**src/rtl/mem_bus_arbiter_if.sv**
```systemverilog
// ----------------------------------------------------------------------------
// mem_bus_arbiter_if
//   Bundles the requester-side and memory-side signals of the shared native
//   memory port so the arbiter, its requesters and the slave see one bus.
//
//   Requester side (flattened, master i occupies slice i):
//     m_valid  [N]      request, held until the matching m_ready
//     m_addr   [N*32]   address,    master i at [32*i +: 32]
//     m_wdata  [N*32]   write data, master i at [32*i +: 32]
//     m_wstrb  [N*4]    byte strobes, master i at [4*i +: 4]; 0 = read
//     m_ready  [N]      one-hot completion pulse to the granted master
//     m_rdata  [32]     read data broadcast, valid only with m_ready
//   Memory side:
//     mem_valid/mem_addr/mem_wdata/mem_wstrb   request to the slave
//     mem_ready/mem_rdata                      slave completion and data
//
//   Modports:
//     arbiter  the mem_bus_arbiter itself
//     master   the requester population (drives m_*)
//     slave    the memory/UART slave (drives mem_ready/mem_rdata)
// ----------------------------------------------------------------------------
interface mem_bus_arbiter_if #(
    parameter int NUM_MASTERS = 2
);
    logic [NUM_MASTERS-1:0]    m_valid;
    logic [NUM_MASTERS*32-1:0] m_addr;
    logic [NUM_MASTERS*32-1:0] m_wdata;
    logic [NUM_MASTERS*4-1:0]  m_wstrb;
    logic [NUM_MASTERS-1:0]    m_ready;
    logic [31:0]               m_rdata;

    logic                      mem_valid;
    logic [31:0]               mem_addr;
    logic [31:0]               mem_wdata;
    logic [3:0]                mem_wstrb;
    logic                      mem_ready;
    logic [31:0]               mem_rdata;

    modport arbiter (
        input  m_valid, m_addr, m_wdata, m_wstrb,
        output m_ready, m_rdata,
        output mem_valid, mem_addr, mem_wdata, mem_wstrb,
        input  mem_ready, mem_rdata
    );

    modport master (
        output m_valid, m_addr, m_wdata, m_wstrb,
        input  m_ready, m_rdata
    );

    modport slave (
        input  mem_valid, mem_addr, mem_wdata, mem_wstrb,
        output mem_ready, mem_rdata
    );
endinterface

```
**src/rtl/mem_bus_arbiter.sv**
```systemverilog
// ----------------------------------------------------------------------------
// mem_bus_arbiter
//   Shares one native valid/ready memory port among NUM_MASTERS requesters
//   (CPU core, loader/DMA, debug). Round-robin arbitration, exactly one
//   transaction in flight, and a per-transaction watchdog that completes a
//   hung transaction with an error response.
//
//   Parameters:
//     NUM_MASTERS     number of requesters (2..8)
//     TIMEOUT_CYCLES  BUSY cycles without mem_ready before abort; 0 disables
//     ERR_RDATA       read data returned to the master on a watchdog abort
//
//   Ports:
//     clk          clock, all logic on posedge
//     reset        asynchronous, active-low reset
//     bus          mem_bus_arbiter_if.arbiter (requester + memory side)
//     grant_id     current / most recently granted master
//     busy         a transaction is in flight
//     timeout_err  one-cycle pulse on a watchdog abort
//
//   Timing: IDLE picks a winner and registers it (1 cycle arbitration
//   latency); BUSY forwards the winner's request combinationally and returns
//   completion in the same cycle as mem_ready. Every grant is followed by at
//   least one IDLE cycle.
// ----------------------------------------------------------------------------
module mem_bus_arbiter #(
    parameter int          NUM_MASTERS    = 2,
    parameter int          TIMEOUT_CYCLES = 256,
    parameter logic [31:0] ERR_RDATA      = 32'hDEAD_BEEF
) (
    input  logic                           clk,
    input  logic                           reset,
    mem_bus_arbiter_if.arbiter             bus,
    output logic [$clog2(NUM_MASTERS)-1:0] grant_id,
    output logic                           busy,
    output logic                           timeout_err
);

    localparam int GRANT_W = $clog2(NUM_MASTERS);
    // Sized so the counter can hold TIMEOUT_CYCLES; kept at 1 bit when the
    // watchdog is disabled so the declaration stays legal.
    localparam int CNT_W = (TIMEOUT_CYCLES > 0) ? $clog2(TIMEOUT_CYCLES + 1) : 1;
    localparam logic [CNT_W-1:0] CNT_LAST =
        CNT_W'((TIMEOUT_CYCLES > 0) ? TIMEOUT_CYCLES - 1 : 0);
    localparam logic [CNT_W-1:0] CNT_SAT = '1;
    localparam logic [NUM_MASTERS-1:0] ONE_HOT_0 = NUM_MASTERS'(1);

    typedef enum logic [0:0] {
        ST_IDLE = 1'b0,
        ST_BUSY = 1'b1
    } state_t;

    state_t             state;
    logic [GRANT_W-1:0] rr_ptr;
    logic [CNT_W-1:0]   tmo_cnt;

    // ------------------------------------------------------------------
    // Round-robin pick: first requester at or after rr_ptr, wrapping.
    // Scanning from the far end down lets the nearest candidate win by
    // being written last.
    // ------------------------------------------------------------------
    logic [GRANT_W-1:0] next_grant;
    logic [GRANT_W-1:0] cand;
    logic               any_req;

    always_comb begin
        // NOTE: every variable assigned here gets a default first, so no
        // path through the block leaves it unassigned and no latch appears.
        next_grant = '0;
        cand       = '0;
        any_req    = 1'b0;
        for (int k = NUM_MASTERS - 1; k >= 0; k--) begin
            cand = GRANT_W'((int'(rr_ptr) + k) % NUM_MASTERS);
            if (bus.m_valid[cand]) begin
                next_grant = cand;
                any_req    = 1'b1;
            end
        end
    end

    // ------------------------------------------------------------------
    // Granted master's request, selected combinationally.
    // ------------------------------------------------------------------
    logic        g_valid;
    logic [31:0] g_addr;
    logic [31:0] g_wdata;
    logic [3:0]  g_wstrb;
    logic        tmo_hit;
    logic [GRANT_W-1:0] ptr_after;

    assign g_valid = bus.m_valid[grant_id];
    assign g_addr  = bus.m_addr [32 * int'(grant_id) +: 32];
    assign g_wdata = bus.m_wdata[32 * int'(grant_id) +: 32];
    assign g_wstrb = bus.m_wstrb[4 * int'(grant_id) +: 4];

    // The watchdog fires on the TIMEOUT_CYCLES-th BUSY cycle (counter starts
    // at 0 on the first one). A coincident mem_ready takes priority below.
    assign tmo_hit = (TIMEOUT_CYCLES > 0) && (tmo_cnt == CNT_LAST);

    assign ptr_after = (grant_id == GRANT_W'(NUM_MASTERS - 1)) ? '0
                                                               : grant_id + GRANT_W'(1);

    assign busy = (state == ST_BUSY);

    // ------------------------------------------------------------------
    // Bus outputs. Completion and error responses are same-cycle so the
    // master sees m_ready together with the slave's mem_ready.
    // ------------------------------------------------------------------
    always_comb begin
        bus.mem_valid = 1'b0;
        bus.mem_addr  = '0;
        bus.mem_wdata = '0;
        bus.mem_wstrb = '0;
        bus.m_ready   = '0;
        bus.m_rdata   = '0;
        timeout_err   = 1'b0;
        if (state == ST_BUSY) begin
            bus.mem_addr  = g_addr;
            bus.mem_wdata = g_wdata;
            bus.mem_wstrb = g_wstrb;
            if (!g_valid) begin
                // Granted master withdrew: drop the request, no response.
                bus.mem_valid = 1'b0;
            end else if (bus.mem_ready) begin
                bus.mem_valid = 1'b1;
                bus.m_ready   = ONE_HOT_0 << grant_id;
                bus.m_rdata   = bus.mem_rdata;
            end else if (tmo_hit) begin
                bus.mem_valid = 1'b0;
                bus.m_ready   = ONE_HOT_0 << grant_id;
                bus.m_rdata   = ERR_RDATA;
                timeout_err   = 1'b1;
            end else begin
                bus.mem_valid = 1'b1;
            end
        end
    end

    // ------------------------------------------------------------------
    // FSM, round-robin pointer, grant register and watchdog counter.
    // ------------------------------------------------------------------
    always_ff @(posedge clk or negedge reset) begin
        if (!reset) begin
            state    <= ST_IDLE;
            rr_ptr   <= '0;
            grant_id <= '0;
            tmo_cnt  <= '0;
        end else begin
            // NOTE: non-blocking assignments so every register here updates
            // from the values present before this edge, independent of order.
            case (state)
                ST_IDLE: begin
                    tmo_cnt <= '0;
                    if (any_req) begin
                        grant_id <= next_grant;
                        state    <= ST_BUSY;
                    end
                end
                ST_BUSY: begin
                    if (!g_valid) begin
                        // Abort keeps rr_ptr so the same priority order resumes.
                        state   <= ST_IDLE;
                        tmo_cnt <= '0;
                    end else if (bus.mem_ready || tmo_hit) begin
                        state   <= ST_IDLE;
                        rr_ptr  <= ptr_after;
                        tmo_cnt <= '0;
                    end else if (tmo_cnt != CNT_SAT) begin
                        tmo_cnt <= tmo_cnt + CNT_W'(1);
                    end
                end
                default: begin
                    state <= ST_IDLE;
                end
            endcase
        end
    end

endmodule
```
**src/flat_wrapper.sv**
```systemverilog
// flat-port wrapper written by rule: the top's interface ports become plain ports
module mem_bus_arbiter_flat 
#(
    parameter int          NUM_MASTERS    = 2,
    parameter int          TIMEOUT_CYCLES = 256,
    parameter logic [31:0] ERR_RDATA      = 32'hDEAD_BEEF
)
  (clk, reset, grant_id, busy, timeout_err, bus_m_valid, bus_m_addr, bus_m_wdata, bus_m_wstrb, bus_m_ready, bus_m_rdata, bus_mem_valid, bus_mem_addr, bus_mem_wdata, bus_mem_wstrb, bus_mem_ready, bus_mem_rdata);
  mem_bus_arbiter_if #(.NUM_MASTERS(NUM_MASTERS)) bus_i ();
  input  logic clk;
  input  logic reset;
  output logic [$clog2(NUM_MASTERS)-1:0] grant_id;
  output logic busy;
  output logic timeout_err;
  input wire logic [$bits(bus_i.m_valid)-1:0] bus_m_valid;
  input wire logic [$bits(bus_i.m_addr)-1:0] bus_m_addr;
  input wire logic [$bits(bus_i.m_wdata)-1:0] bus_m_wdata;
  input wire logic [$bits(bus_i.m_wstrb)-1:0] bus_m_wstrb;
  output wire logic [$bits(bus_i.m_ready)-1:0] bus_m_ready;
  output wire logic [$bits(bus_i.m_rdata)-1:0] bus_m_rdata;
  output wire logic [$bits(bus_i.mem_valid)-1:0] bus_mem_valid;
  output wire logic [$bits(bus_i.mem_addr)-1:0] bus_mem_addr;
  output wire logic [$bits(bus_i.mem_wdata)-1:0] bus_mem_wdata;
  output wire logic [$bits(bus_i.mem_wstrb)-1:0] bus_mem_wstrb;
  input wire logic [$bits(bus_i.mem_ready)-1:0] bus_mem_ready;
  input wire logic [$bits(bus_i.mem_rdata)-1:0] bus_mem_rdata;
  assign bus_i.m_valid = bus_m_valid;
  assign bus_i.m_addr = bus_m_addr;
  assign bus_i.m_wdata = bus_m_wdata;
  assign bus_i.m_wstrb = bus_m_wstrb;
  assign bus_m_ready = bus_i.m_ready;
  assign bus_m_rdata = bus_i.m_rdata;
  assign bus_mem_valid = bus_i.mem_valid;
  assign bus_mem_addr = bus_i.mem_addr;
  assign bus_mem_wdata = bus_i.mem_wdata;
  assign bus_mem_wstrb = bus_i.mem_wstrb;
  assign bus_i.mem_ready = bus_mem_ready;
  assign bus_i.mem_rdata = bus_mem_rdata;
  mem_bus_arbiter #(.NUM_MASTERS(NUM_MASTERS), .TIMEOUT_CYCLES(TIMEOUT_CYCLES), .ERR_RDATA(ERR_RDATA)) u_core (.clk(clk), .reset(reset), .bus(bus_i), .grant_id(grant_id), .busy(busy), .timeout_err(timeout_err));
endmodule
```
**config.mk**
```make
export PLATFORM = sky130hd
export DESIGN_NAME = mem_bus_arbiter_flat
export DESIGN_NICKNAME = d
export VERILOG_FILES = /design/src/rtl/mem_bus_arbiter_if.sv /design/src/rtl/mem_bus_arbiter.sv /design/src/flat_wrapper.sv
export SDC_FILE = /design/constraint.sdc
export NUM_CORES = 1
export LEC_CHECK = 0
export CAP_MARGIN = 20
export CORE_AREA = 3 3 107 109
export CTS_BUF_LIST = sky130_fd_sc_hd__clkbuf_4
export DETAILED_ROUTE_END_ITERATION = 16
export DIE_AREA = 0 0 110 112
export HOLD_SLACK_MARGIN = 0.03
export PLACE_DENSITY = 0.62
export SKIP_LAST_GASP = 1
export SYNTH_ARGS = -nofsm -noshare
export SYNTH_HDL_FRONTEND = slang
export SYNTH_SLANG_ARGS = --single-unit
```
**constraint.sdc**
```tcl
create_clock -name clk -period 3.5 [get_ports clk]
set_clock_uncertainty 0.15 [all_clocks]
set_input_delay 0.35 -clock clk [delete_from_list [all_inputs] [get_ports clk]]
set_output_delay 0.35 -clock clk [all_outputs]
set_load 0.005 [all_outputs]
```
==> Word level (Yosys, flattened, before mapping) <==
Index checks and enable logic that the tools add are counted.
{ "word_totals": {"ff_bits": 12, "input_bits": 173, "elab_cells": 59} }
{ "classes": {"addsub": 3, "n_lt_le_gt_ge": 3, "eq_ne": 3, "shift": 4, "muxes": 38, "bitwise_logic": 1, "reduce_logical": 3} }
{ "ops": {"columns": ["operator", "count"], "rows": [
  ["32-bit two-way mux", 6],
  ["64-bit by 7-bit indexed part select with 32-bit output", 2],
  ["9-bit two-way mux", 3],
  ["1-bit two-way mux", 22],
  ["9-bit one-hot mux with 2 select lines", 1],
  ["9-bit by 1-bit adder with 9-bit output (second input constant)", 1],
  ["9-bit by 8-bit == test with 1-bit output (second input constant)", 1],
  ["9-bit != test (second input constant)", 1],
  ["2-bit two-way mux", 4],
  ["8-bit by 4-bit indexed part select with 4-bit output", 1],
  ["1-bit by 2-bit < comparator with 1-bit output (second input constant)", 3],
  ["4-bit two-way mux", 1],
  ["4-bit != test (second input constant)", 1],
  ["3-bit AND reduction", 1],
  ["1-bit adder (second input constant)", 2],
  ["1-bit one-hot mux with 2 select lines", 1],
  ["2-bit AND reduction", 1],
  ["1-bit by 1-bit << shifter with 2-bit output (first input constant)", 1],
  ["1-bit logical OR", 1],
  ["1-bit NOT", 1]
]} }

==> Longest topological paths before layout <==
{ "logic_depth": {"word_depth": 7, "ltp_mapped": 8} }

==> Worst setup path before layout <==
No wires, ideal clock.
{ "synth_path": {"kind": "reg-to-output", "start": "register u_core.tmo_cnt[0]", "end": "output port bus_m_rdata[10]", "arrival_ps": 1571, "required_time_ps": 3000, "setup_slack_ps": 1429, "path_stages_with_launch": 9, "cell_sequence": "dfrtp_1 -> ha_1 -> nand3_1 -> nor2_1 -> ha_1 -> o21a_1 -> nand2_2 -> buf_4 -> a21oi_1"} }
{ "synth_between": {"elab_chain_len": 5} }
{ "synth_rtl": {"columns": ["item", "line", "source"], "rows": [
  ["from (decl)", "mem_bus_arbiter.sv:55", "logic [CNT_W-1:0] tmo_cnt;"],
  ["from (signal assigned)", "mem_bus_arbiter.sv:169", "tmo_cnt <= tmo_cnt + CNT_W'(1);"],
  ["9-bit by 8-bit == test with 1-bit output", "mem_bus_arbiter.sv:98", "assign tmo_hit = (TIMEOUT_CYCLES > 0) && (tmo_cnt == CNT_LAST);"],
  ["32-bit two-way mux", "mem_bus_arbiter.sv:128", "end else if (tmo_hit) begin"],
  ["32-bit two-way mux", "mem_bus_arbiter.sv:124", "end else if (bus.mem_ready) begin"],
  ["32-bit two-way mux", "mem_bus_arbiter.sv:121", "if (!g_valid) begin"],
  ["32-bit two-way mux", "mem_bus_arbiter.sv:117", "if (state == ST_BUSY) begin"],
  ["to (decl)", "flat_wrapper.sv:20", "output wire logic [$bits(bus_i.m_rdata)-1:0] bus_m_rdata;"]
]} }
Every way passes these cells.

==> Final worst setup path <==
{ "layout_path": {"start": "register u_core.tmo_cnt[0]", "end": "output port bus_m_rdata[13]"} }
Same word-level chain as after synthesis.

==> reports/results.ini <==
[cts]
cts_tree = done
root_buffer = clkbuf_4
clock_latency_ns = 0.26
cts_made_buffers = 3
postCtsSetupBuffers = 0
postCtsHoldBufs = 0
post_cts_resize_count = 0
clock-sinks = 12
cts.path.max_buffers = 2
cts_max_level = 1
clk_pin_slew_ns = 0.07

[critical_path]
cp-start-kind = flop
path_cells = ha_1, nand3_1, nor2_1, ha_1, o21a_1, nand2_2, a21oi_1, clkdlybuf4s50_1
path_common_cell = ha_1
worstPathMaxFanout = 24
r2r_slack_ns = 1.41
end_kind = output port
worstSetupPathType = flop to output port
slowest_delay_ns = 0.53
crit_slowest_cell = clkdlybuf4s50_1
worstPathArrival_ns = 2.62
critPathRequiredTime_ns = 3.00

[synth]
ys_top_cells_by_area = mux2i_1, dfrtp_1, nor2_1, a21oi_1, inv_1
synthMuxAreaShare_pct = 35.72
yosysTopAreaCell = mux2i_1
syn_avg_cell_area_sq_um = 7.031
syn_inst = 281
synth_top_family_by_area = multiplexers
yosys.area_share.simple_pct = 25.46
ys_seq_elements = 12
synth_compound_area_share_pct = 9.880
yosys.area_share.adder_pct = 1.900
syn-num-nets = 457
netlist_area_sq_mm = 0.001976
synth.top_cell.area_share_pct = 34.96
synth-xor-area-share_pct = 1.773
synth_warnings = 0
yosysSeqAreaShare_pct = 15.20
synth_cell_types = 34

[floorplan]
rows = 38
core_region_area_sq_mm = 0.01070
ios = 279
start_util_pct = 18.47
die_y_um = 112
dieArea_sq_mm = 0.01232
fp.dieW_um = 110

[pwr]
p_total_mw = 2.055
powerDensity_mw_per_mm2 = 417.4
irDropWorstVdd_mv = 0.2277
cellLeakagePower_nw = 2.132

[routing]
first_iter_violations = 84
drt_wl_total_mm = 10.36
vias_per_cell = 4.241
drc = 0
vias = 2909
ant_nets = 0
dr.pass1.iters = 4
post_drt_wl_per_cell_um = 15.10

[global_route]
grt_max_degree = 52
grt_pass1_wl_mm = 14.79
overflow = 0
use_met3_pct = 4.928
met1_usage_pct = 15.05
grt_use_met2_pct = 29.81
antenna_found_initial = 0
grt.busiest_layer = met2
grt_usage_pct = 15.20
grt_pass1_vias = 2844

[timing]
slew_headroom_pct = 62.00
fmax_ghz = 0.3206
min_period_over_period_pct = 89.12
fin_ws_ns = 0.3809
worst_pin_slew_ns = 0.5692
finalCriticalPeriod_ns = 3.119
slew_violations = 0
report.final.hold_viol_count = 0
rsz0062_at_grt = no
finalSetupViolCount = 0
setup_tns_ns = 0

[cells_and_area]
fin_util_pct = 46.04
num_antenna_cells = 0
nNetsFinal = 723
syn_to_final_growth_pct = 149.3
drive_gt1_share_pct = 3.297
stdcell_count = 686

[place]
hpwl_mm = 9.016
io_buffers = 278
numPlacedInstances = 682
place_congestion = 0.7817
place_ws_ns = 0.6458

[run_status]
status = finished clean

[flow_run]
cap_violations = 0

[hold_path]
holdCritPathClass = input pin to asynchronous set/reset pin

metal layers:
metal | wire, um | up-vias
met3 | 1261 | 8
met1 | 3443 | 1272
met5 | 0 | -
met4 | 120 | 0
met2 | 5536 | 168
li1 | - | 1461
sequential cells by signal, indices dropped and copies added, names as in the netlist:
signal           count
u_core.tmo_cnt       9
u_core.grant_id      1
u_core.busy          1
u_core.rr_ptr        1
cells by family after synthesis:
group	Yosys count
adders and majority gates	3
xor gates and xnor gates	4
AOI/OAI and AO/OA	37
and+or+nand+nor	107
buffers and inverters	48
DFF	12
muxes	70
cells in the mapped netlist, drive strengths merged:
master,n
nor2,78
mux2i,69
a21oi,31
inv,27
dfrtp,12
buf,11
clkbuf,10
and2,8
nand2,5
ha,3
nand3,3
o21ai,3
xor2,3
and3,2
nand4b,2
nor2b,2
or3,2
a31oi,1
and3b,1
mux2,1
nand4,1
nor3,1
nor3b,1
o21a,1
o31ai,1
or4,1
xnor2,1
per-stage QoR:
stage | area (sq um) | hold WS (ns)
floorplan | 1976 | -0.09559
global placement | 4895 | 0.3732
detailed placement | 4895 | 0.3947
CTS | 4925 | 0.3050
global route | 4925 | 0.3233
finish | 4925 | 0.2906
final timing paths:
check                                              start                            end  cells after the start
hold / removal                                     reset  u_core.tmo_cnt[5]$_DFFE_PN0P_                      1
max in group asynchronous                          reset    u_core.grant_id$_DFFE_PN0P_                      1
setup / recovery           u_core.tmo_cnt[0]$_DFFE_PN0P_                bus_m_rdata[13]                      8
hold reg to reg            u_core.tmo_cnt[8]$_DFFE_PN0P_  u_core.tmo_cnt[8]$_DFFE_PN0P_                      2
setup reg to reg           u_core.tmo_cnt[0]$_DFFE_PN0P_  u_core.tmo_cnt[5]$_DFFE_PN0P_                      7
min in group clk           u_core.tmo_cnt[8]$_DFFE_PN0P_  u_core.tmo_cnt[8]$_DFFE_PN0P_                      2
layout make-up:
cell class,count,area [sq um]
Clock buffer,4,30.03
Fill cell,1057,5773
Inverter,27,101.3
Multi-Input combinational cell,221,1476
Sequential cell,12,304.0
Tap cell,140,175.2
Timing Repair Buffer,282,2838
power breakdown:
group / switching [mW] / internal (mW) / total [mW]
Clock: 0.0408 / 0.0518 / 0.0926
Sequential: 0.0793 / 0.160 / 0.239
Combinational: 0.662 / 1.06 / 1.72
critical path, delay by kind of cell (launching register included):
family	cells	cell delay, ns
AO/OA/AOI/OAI	2	0.43
adder cells (fa/ha/maj)	2	0.46
buffers and inverters	1	0.53
flip-flops	1	0.43
AND/OR/NAND/NOR	3	0.50
layout by cell type (no fill, tap or decap):
cell type          n
nand4b_1           1
mux2i_1           69
or3_1              2
nand4_1            1
nor2_1            78
clkbuf_4           4
a21oi_1           30
clkdlybuf4s50_1  278
a21oi_2            1
and3_4             1
buf_4              2
mux2_4             1
nand3_1            1
buf_12             2
inv_1             26
nand2_2            1
ha_1               3
dfrtp_1           11
nor3_1             1
xor2_1             3
and3_1             1
nand3_2            2
o21a_1             1
nor2b_1            2
or4_4              1
a31oi_1            1
o21ai_0            3
nand2_1            4
dfrtp_4            1
o31ai_1            1
nand4b_4           1
and3b_1            1
and2_1             8
nor3b_1            1
xnor2_1            1
inv_2              1
Power figures use the tool's default switching activity.
